**src/rtl/axi2per_req_channel.sv**
```systemverilog
// AXI4 slave request front-end: AW/W/AR bursts to 32-bit peripheral requests.
// Define AXI2PER_ATOP_EN to decode AXI lock/ATOP into RISC-V AMO codes.
module axi2per_req_channel #(
  parameter int PER_ADDR_WIDTH = 32,
  parameter int PER_ID_WIDTH   = 5,
  parameter int AXI_ADDR_WIDTH = 32,
  parameter int AXI_DATA_WIDTH = 64,
  parameter int AXI_USER_WIDTH = 6,
  parameter int AXI_ID_WIDTH   = 3
) (
  input  logic                      clk_i,
  input  logic                      rst_ni,
  input  logic                      axi_slave_aw_valid_i,
  input  logic [AXI_ADDR_WIDTH-1:0] axi_slave_aw_addr_i,
  input  logic [7:0]                axi_slave_aw_len_i,
  input  logic [2:0]                axi_slave_aw_size_i,
  input  logic [1:0]                axi_slave_aw_burst_i,
  input  logic                      axi_slave_aw_lock_i,
  input  logic [5:0]                axi_slave_aw_atop_i,
  input  logic [AXI_ID_WIDTH-1:0]   axi_slave_aw_id_i,
  input  logic [AXI_USER_WIDTH-1:0] axi_slave_aw_user_i,
  output logic                      axi_slave_aw_ready_o,
  input  logic                      axi_slave_ar_valid_i,
  input  logic [AXI_ADDR_WIDTH-1:0] axi_slave_ar_addr_i,
  input  logic [7:0]                axi_slave_ar_len_i,
  input  logic [2:0]                axi_slave_ar_size_i,
  input  logic [1:0]                axi_slave_ar_burst_i,
  input  logic                      axi_slave_ar_lock_i,
  input  logic [AXI_ID_WIDTH-1:0]   axi_slave_ar_id_i,
  input  logic [AXI_USER_WIDTH-1:0] axi_slave_ar_user_i,
  output logic                      axi_slave_ar_ready_o,
  input  logic                      axi_slave_w_valid_i,
  input  logic [63:0]               axi_slave_w_data_i,
  input  logic [7:0]                axi_slave_w_strb_i,
  input  logic                      axi_slave_w_last_i,
  output logic                      axi_slave_w_ready_o,
  output logic                      per_master_req_o,
  output logic [PER_ADDR_WIDTH-1:0] per_master_add_o,
  output logic                      per_master_we_o,
  output logic [5:0]                per_master_atop_o,
  output logic [31:0]               per_master_wdata_o,
  output logic [3:0]                per_master_be_o,
  output logic [PER_ID_WIDTH-1:0]   per_master_id_o,
  input  logic                      per_master_gnt_i,
  input  logic                      resp_stall_i,
  output logic                      trans_req_o,
  output logic                      trans_we_o,
  output logic                      trans_last_o,
  output logic                      trans_hi_o,
  output logic [AXI_ID_WIDTH-1:0]   trans_id_o,
  output logic [AXI_USER_WIDTH-1:0] trans_user_o
);

  localparam logic [4:0] AMO_LR   = 5'b00010;
  localparam logic [4:0] AMO_SC   = 5'b00011;
  localparam logic [4:0] AMO_SWAP = 5'b00001;
  localparam logic [4:0] AMO_ADD  = 5'b00000;
  localparam logic [4:0] AMO_XOR  = 5'b00100;
  localparam logic [4:0] AMO_AND  = 5'b01100;
  localparam logic [4:0] AMO_OR   = 5'b01000;
  localparam logic [4:0] AMO_MIN  = 5'b10000;
  localparam logic [4:0] AMO_MAX  = 5'b10100;
  localparam logic [4:0] AMO_MINU = 5'b11000;
  localparam logic [4:0] AMO_MAXU = 5'b11100;

  typedef enum logic [1:0] {IDLE, READ, WRITE} state_t;

  state_t                    state_q, state_d;
  logic [AXI_ADDR_WIDTH-1:0] addr_q, addr_nxt, step;
  logic [7:0]                cnt_q;
  logic [2:0]                size_q;
  logic [1:0]                burst_q;
  logic [AXI_ID_WIDTH-1:0]   id_q;
  logic [AXI_USER_WIDTH-1:0] user_q;
  logic                      lock_q;
  logic [5:0]                atop_in_q;
  logic                      hi_q, prio_q;

  logic                      req_q, we_q, beat_end_q, last_q, thi_q;
  logic [PER_ADDR_WIDTH-1:0] add_q;
  logic [5:0]                atop_q;
  logic [31:0]               wdata_q;
  logic [3:0]                be_q;
  logic [PER_ID_WIDTH-1:0]   pid_q;

  logic                      is_rd, is_wr, sz3, act_hi, has_acc, beat_end;
  logic                      issue, granted, empty_beat, beat_done, burst_done;
  logic                      pick_rd, pick_wr, inv;
  logic [3:0]                act_strb, rd_be;
  logic [31:0]               act_data;
  logic [5:0]                amo;
  logic [PER_ADDR_WIDTH-1:0] per_add;

  assign is_rd = state_q == READ;
  assign is_wr = state_q == WRITE;
  assign sz3   = size_q == 3'd3;

  // A 64-bit write skips a half whose strobes are all clear
  assign act_hi   = sz3 ? (hi_q | (is_wr & ~|axi_slave_w_strb_i[3:0]))
                        : addr_q[2];
  assign act_strb = act_hi ? axi_slave_w_strb_i[7:4] : axi_slave_w_strb_i[3:0];
  assign act_data = act_hi ? axi_slave_w_data_i[63:32] : axi_slave_w_data_i[31:0];
  assign has_acc  = is_rd | (|act_strb);
  assign beat_end = ~sz3 | act_hi | (is_wr & ~|axi_slave_w_strb_i[7:4]);

  assign issue      = ~req_q & ~resp_stall_i
                    & (is_rd | (is_wr & axi_slave_w_valid_i & has_acc));
  assign granted    = req_q & per_master_gnt_i;
  assign empty_beat = is_wr & ~req_q & axi_slave_w_valid_i & ~has_acc;
  assign beat_done  = (granted & beat_end_q) | empty_beat;
  assign burst_done = beat_done & (cnt_q == 8'd0);

  assign pick_rd = axi_slave_ar_valid_i & (~axi_slave_aw_valid_i | ~prio_q);
  assign pick_wr = axi_slave_aw_valid_i & ~pick_rd;

  assign axi_slave_ar_ready_o = (state_q == IDLE) & pick_rd;
  assign axi_slave_aw_ready_o = (state_q == IDLE) & pick_wr;
  assign axi_slave_w_ready_o  = (is_wr & granted & beat_end_q) | empty_beat;

  assign step     = AXI_ADDR_WIDTH'(1) << size_q;
  assign addr_nxt = (burst_q == 2'b00) ? addr_q
                  : (addr_q + step) & ~(step - AXI_ADDR_WIDTH'(1));
  assign per_add  = addr_q[PER_ADDR_WIDTH-1:0]
                  | (PER_ADDR_WIDTH'(act_hi) << 2);

  always_comb begin
    rd_be = 4'hF;
    case (size_q)
      3'd0:    rd_be = 4'b0001 << addr_q[1:0];
      3'd1:    rd_be = 4'b0011 << {addr_q[1], 1'b0};
      default: rd_be = 4'hF;
    endcase
  end

`ifdef AXI2PER_ATOP_EN
  logic unused;
  assign unused = ^{axi_slave_w_last_i, addr_q};

  always_comb begin
    amo = '0;
    inv = 1'b0;
    if (is_rd) begin
      if (lock_q) amo = {1'b1, AMO_LR};
    end else if (lock_q) begin
      amo = {1'b1, AMO_SC};
    end else if (atop_in_q == 6'b110000) begin
      amo = {1'b1, AMO_SWAP};
    end else if (atop_in_q[5:3] == 3'b100) begin
      case (atop_in_q[2:0])
        3'b000: amo = {1'b1, AMO_ADD};
        3'b010: amo = {1'b1, AMO_XOR};
        3'b001: begin
          amo = {1'b1, AMO_AND};
          inv = 1'b1;
        end
        3'b011: amo = {1'b1, AMO_OR};
        3'b101: amo = {1'b1, AMO_MIN};
        3'b100: amo = {1'b1, AMO_MAX};
        3'b111: amo = {1'b1, AMO_MINU};
        default: amo = {1'b1, AMO_MAXU};
      endcase
    end
  end
`else
  logic unused;
  assign unused = ^{axi_slave_w_last_i, addr_q, lock_q, atop_in_q};
  assign amo    = '0;
  assign inv    = 1'b0;
`endif

  always_comb begin
    state_d = state_q;
    unique case (state_q)
      IDLE: begin
        if (pick_rd)      state_d = READ;
        else if (pick_wr) state_d = WRITE;
      end
      READ, WRITE: if (burst_done) state_d = IDLE;
      default: state_d = IDLE;
    endcase
  end

  always_ff @(posedge clk_i or negedge rst_ni) begin
    if (!rst_ni) begin
      state_q      <= IDLE;
      addr_q       <= '0;
      cnt_q        <= '0;
      size_q       <= '0;
      burst_q      <= '0;
      id_q         <= '0;
      user_q       <= '0;
      lock_q       <= 1'b0;
      atop_in_q    <= '0;
      hi_q         <= 1'b0;
      prio_q       <= 1'b0;
      req_q        <= 1'b0;
      we_q         <= 1'b0;
      beat_end_q   <= 1'b0;
      last_q       <= 1'b0;
      thi_q        <= 1'b0;
      add_q        <= '0;
      atop_q       <= '0;
      wdata_q      <= '0;
      be_q         <= '0;
      pid_q        <= '0;
      trans_req_o  <= 1'b0;
      trans_we_o   <= 1'b0;
      trans_last_o <= 1'b0;
      trans_hi_o   <= 1'b0;
      trans_id_o   <= '0;
      trans_user_o <= '0;
    end else begin
      state_q <= state_d;
      if (state_q == IDLE) begin
        hi_q <= 1'b0;
        if (pick_rd) begin
          addr_q    <= axi_slave_ar_addr_i;
          cnt_q     <= axi_slave_ar_len_i;
          size_q    <= axi_slave_ar_size_i;
          burst_q   <= axi_slave_ar_burst_i;
          id_q      <= axi_slave_ar_id_i;
          user_q    <= axi_slave_ar_user_i;
          lock_q    <= axi_slave_ar_lock_i;
          atop_in_q <= '0;
        end else if (pick_wr) begin
          addr_q    <= axi_slave_aw_addr_i;
          cnt_q     <= axi_slave_aw_len_i;
          size_q    <= axi_slave_aw_size_i;
          burst_q   <= axi_slave_aw_burst_i;
          id_q      <= axi_slave_aw_id_i;
          user_q    <= axi_slave_aw_user_i;
          lock_q    <= axi_slave_aw_lock_i;
          atop_in_q <= axi_slave_aw_atop_i;
        end
      end
      if (issue) begin
        req_q      <= 1'b1;
        add_q      <= per_add;
        we_q       <= is_rd;
        be_q       <= is_rd ? rd_be : act_strb;
        wdata_q    <= is_rd ? 32'h0 : (inv ? ~act_data : act_data);
        atop_q     <= amo;
        pid_q      <= PER_ID_WIDTH'(1) << id_q;
        beat_end_q <= beat_end;
        last_q     <= beat_end & (cnt_q == 8'd0);
        thi_q      <= act_hi;
      end else if (granted) begin
        req_q <= 1'b0;
      end
      if (granted & ~beat_end_q) hi_q <= 1'b1;
      if (beat_done) begin
        addr_q <= addr_nxt;
        hi_q   <= 1'b0;
        cnt_q  <= cnt_q - 8'd1;
        if (burst_done) prio_q <= ~prio_q;
      end
      trans_req_o <= granted;
      if (granted) begin
        trans_we_o   <= ~we_q;
        trans_last_o <= last_q;
        trans_hi_o   <= thi_q;
        trans_id_o   <= id_q;
        trans_user_o <= user_q;
      end
    end
  end

  assign per_master_req_o   = req_q;
  assign per_master_add_o   = add_q;
  assign per_master_we_o    = we_q;
  assign per_master_atop_o  = atop_q;
  assign per_master_wdata_o = wdata_q;
  assign per_master_be_o    = be_q;
  assign per_master_id_o    = pid_q;

endmodule

```
**config.mk**
```make
export PLATFORM = sky130hd
export DESIGN_NAME = axi2per_req_channel
export DESIGN_NICKNAME = d
export VERILOG_FILES = /design/src/rtl/axi2per_req_channel.sv
export SDC_FILE = /design/constraint.sdc
export NUM_CORES = 1
export LEC_CHECK = 0
export ABC_AREA = 1
export CAP_MARGIN = 0
export CORE_MARGIN = 8
export CORE_UTILIZATION = 50
export DETAILED_ROUTE_END_ITERATION = 10
export DONT_BUFFER_PORTS = 1
export GPL_TIMING_DRIVEN = 1
export PLACE_DENSITY = 0.64
export RECOVER_POWER = 100
export SYNTH_ARGS = -nofsm -noshare
export SYNTH_HDL_FRONTEND = slang
export SYNTH_SLANG_ARGS = --single-unit
```
**constraint.sdc**
```tcl
create_clock -name clk_i -period 2.7 [get_ports clk_i]
set_input_delay 0.405 -clock clk_i [delete_from_list [all_inputs] [get_ports clk_i]]
set_output_delay 0.405 -clock clk_i [all_outputs]
set_load 0.1 [all_outputs]
```
==> flow_summary.ini <==
[setup_path]
criticalPathCategory = reg -> out
path_common_cell = nand2_4
path_cells = inv_2 -> ha_4 -> nand3_2 -> nand2_4 -> nand2_4 -> nand2_1 -> nand3_2 -> nor2_4 -> nand3_4 -> nand2_4 -> inv_2 -> nor2_4 -> buf_12
crit_path_end_kind = output pin
critPathMaxFanout = 6
cp-start-kind = register
arrival_ps = 2200
slowest_stage = dfrtp_1
critPathMaxStageDelay_ps = 390
critPathRequiredTime_ps = 2300

[global_route]
antenna_found_initial = 0
gr-usage-all-layers_pct = 22.1
grt_max_degree = 150
first_global_vias = 7234
grt_pass1_wl_um = 38800
grt_overflow = 0

[floorplanning]
start_util_pct = 50.4
die_x_um = 150
row_count = 49
die_area_um2 = 22500
core_um2 = 17800
ios = 293
die_h_um = 150

[logic_synthesis]
yosys.area.top_type = dfrtp_1
synth-seq-cells = 149
synth_cell_types = 43
synth_area_per_cell_um2 = 7.41
yosysTopAreaCellShare_pct = 41.6
seq_area_frac_synth_pct = 41.6
synth_ff_type = dfrtp_1
synth_edf_count = 0
syn_inst = 1209
syn_area_um2 = 8960
synth_warnings = 0
yosys-top-cells-area = dfrtp_1, nand2_1, nand3_1
ys_async_sr_fraction_pct = 100

[routing]
routed_via_density = 5.38
wl_per_cell_um = 17.5
finalWirelength_um = 25300
dr.pass1.iters = 6
drt_iter0_markers = 614
vias = 7795
route.detailed.drc = 0
antenna_left = 0

[sta]
fin_hold_ws_ps = -330
layout_setup_ws_ps = 90.1
fmax_mhz = 383
finalCritPeriodShare_pct = 96.7
finalCriticalPeriod_ps = 2610
fin_tns_setup_ps = 0
finalHoldViolCount = 149
tightest_slew_ps = 1320
slew_headroom_pct = 11.9
fin_skew_ps = 8.88
slew_violations = 0
final-setup-viol-count = 0

[clocking]
clockBufferDepth = 2
cts.sinks = 149
clock_latency_ps = 430
cts_made_buffers = 17
path_clk_slew_ps = 70
cts_tree = built
htree_levels = 4
cts-root-buf = clkbuf_16

[placement]
port_buffers = 0
place_inst = 1409
gp_congestion = 0.892
pre_cts_slack_ps = 128
dp_hpwl_um = 19300
place_area_um2 = 9240

[pwr]
ir_drop_v = 0.000787
totalPowerFinal_mw = 15.7
p_leak_nw = 4.91
p_per_area_nw_per_um2 = 1590

[layout]
layout_common_cells = nand2_1, dfrtp_1, nand3_1
stdcell_count = 1449
post_route_cells_drive_above_1_share_pct = 13.9
fin_util_pct = 55.6
mostFrequentLayoutCell = nand2_1
fin_nets = 1414
seq_area_um2 = 3730
num_antenna_cells = 0
synthToLayoutAreaGrowth_pct = 10.3
fillers = 1705
final_area_um2 = 9890
multi_input_area_um2 = 4680

[run]
maxCapViolCount = 0

[status]
violations = hold timing
status = finished with violations

[hold_path]
hp-class = in -> async
-- cell usage after synthesis (all sizes together) (7+ instances only) --
master and n:
a21oi 12, buf 37, clkbuf 23, dfrtp 149, ha 10, inv 76, mux2 32, nand2 475
nand3 101, nand4 8, nor2 92, nor3 16, o21ai 123, o22ai 13, xnor2 7, xor2 9
-- metal layers --
layer / vias up / routed length (µm) / track usage, %
li1: 3905 / - / -
met1: 3544 / 11200 / 29.9
met2: 333 / 11200 / 33.4
met3: 13 / 2730 / 7.17
met4: 0 / 189 / 5.40
met5: - / 0 / 0
-- critical path: cells and delay by family (launching register included) --
family	cells	cell delay, ps
and+or+nand+nor	9	900
DFF	1	390
adders and majority gates	1	150
buffers and inverters	3	330
-- area by class of cell --
class	count	area share (%)
inverter	77	2.97
clock buffer	18	4.44
multi-input combinational	928	47.3
sequential	149	37.7
tap	229	2.90
clock inverter	13	1.15
timing repair buffer	35	3.53
-- kinds of logic after synthesis --
| family | share of synthesized area [%] |
|---|---|
| other cells | 0.0418 |
| buf+inv | 7.33 |
| mux | 4.58 |
| fa+ha+maj | 1.40 |
| xor+xnor | 1.56 |
| compound gates | 11.2 |
| simple gates | 32.3 |
| flops | 41.6 |
-- path summary, 6_finish.rpt --
path                                                     end  cells after the start                    from  slack (ps)
max                                      axi_slave_w_ready_o                     13  state_q[0]$_DFFE_PN0P_          90
min                                   burst_q[1]$_DFFE_PN0P_                      0                  rst_ni        -330
max reg2reg                per_master_wdata_o[0]$_DFFE_PN0P_                     14  state_q[0]$_DFFE_PN0P_         210
min reg2reg                               prio_q$_DFFE_PN0P_                      1      prio_q$_DFFE_PN0P_         470
max in group asynchronous   per_master_add_o[23]$_DFFE_PN0P_                      0                  rst_ni        2610
min in group clk_i              per_master_req_o$_DFFE_PN0P_                      1        per_master_gnt_i          80
-- report_power, final --
group          switching, mW  internal [mW]
Combinational           3.30           1.91
Sequential              5.07           3.16
Clock                   1.01           1.22
-- registers in the layout (all words and copies together), names as in the netlist, 2 cells and up --
name / flops
per_master_id_o: 5
user_q: 6
id_q: 3
state_q: 2
size_q: 3
trans_user_o: 6
addr_q: 32
trans_id_o: 3
per_master_add_o: 32
per_master_be_o: 4
cnt_q: 8
burst_q: 2
per_master_wdata_o: 32
-- what timing repair did --
item / in CTS / in global routing
setup endpoints to repair: 1 / 13
pin swaps: 4 / 4
endpoints found under the hold margin: 149 / 149
buffers inserted: 6 / 3
gates resized for setup: 5 / 12
(Power assumes the default switching activity.)
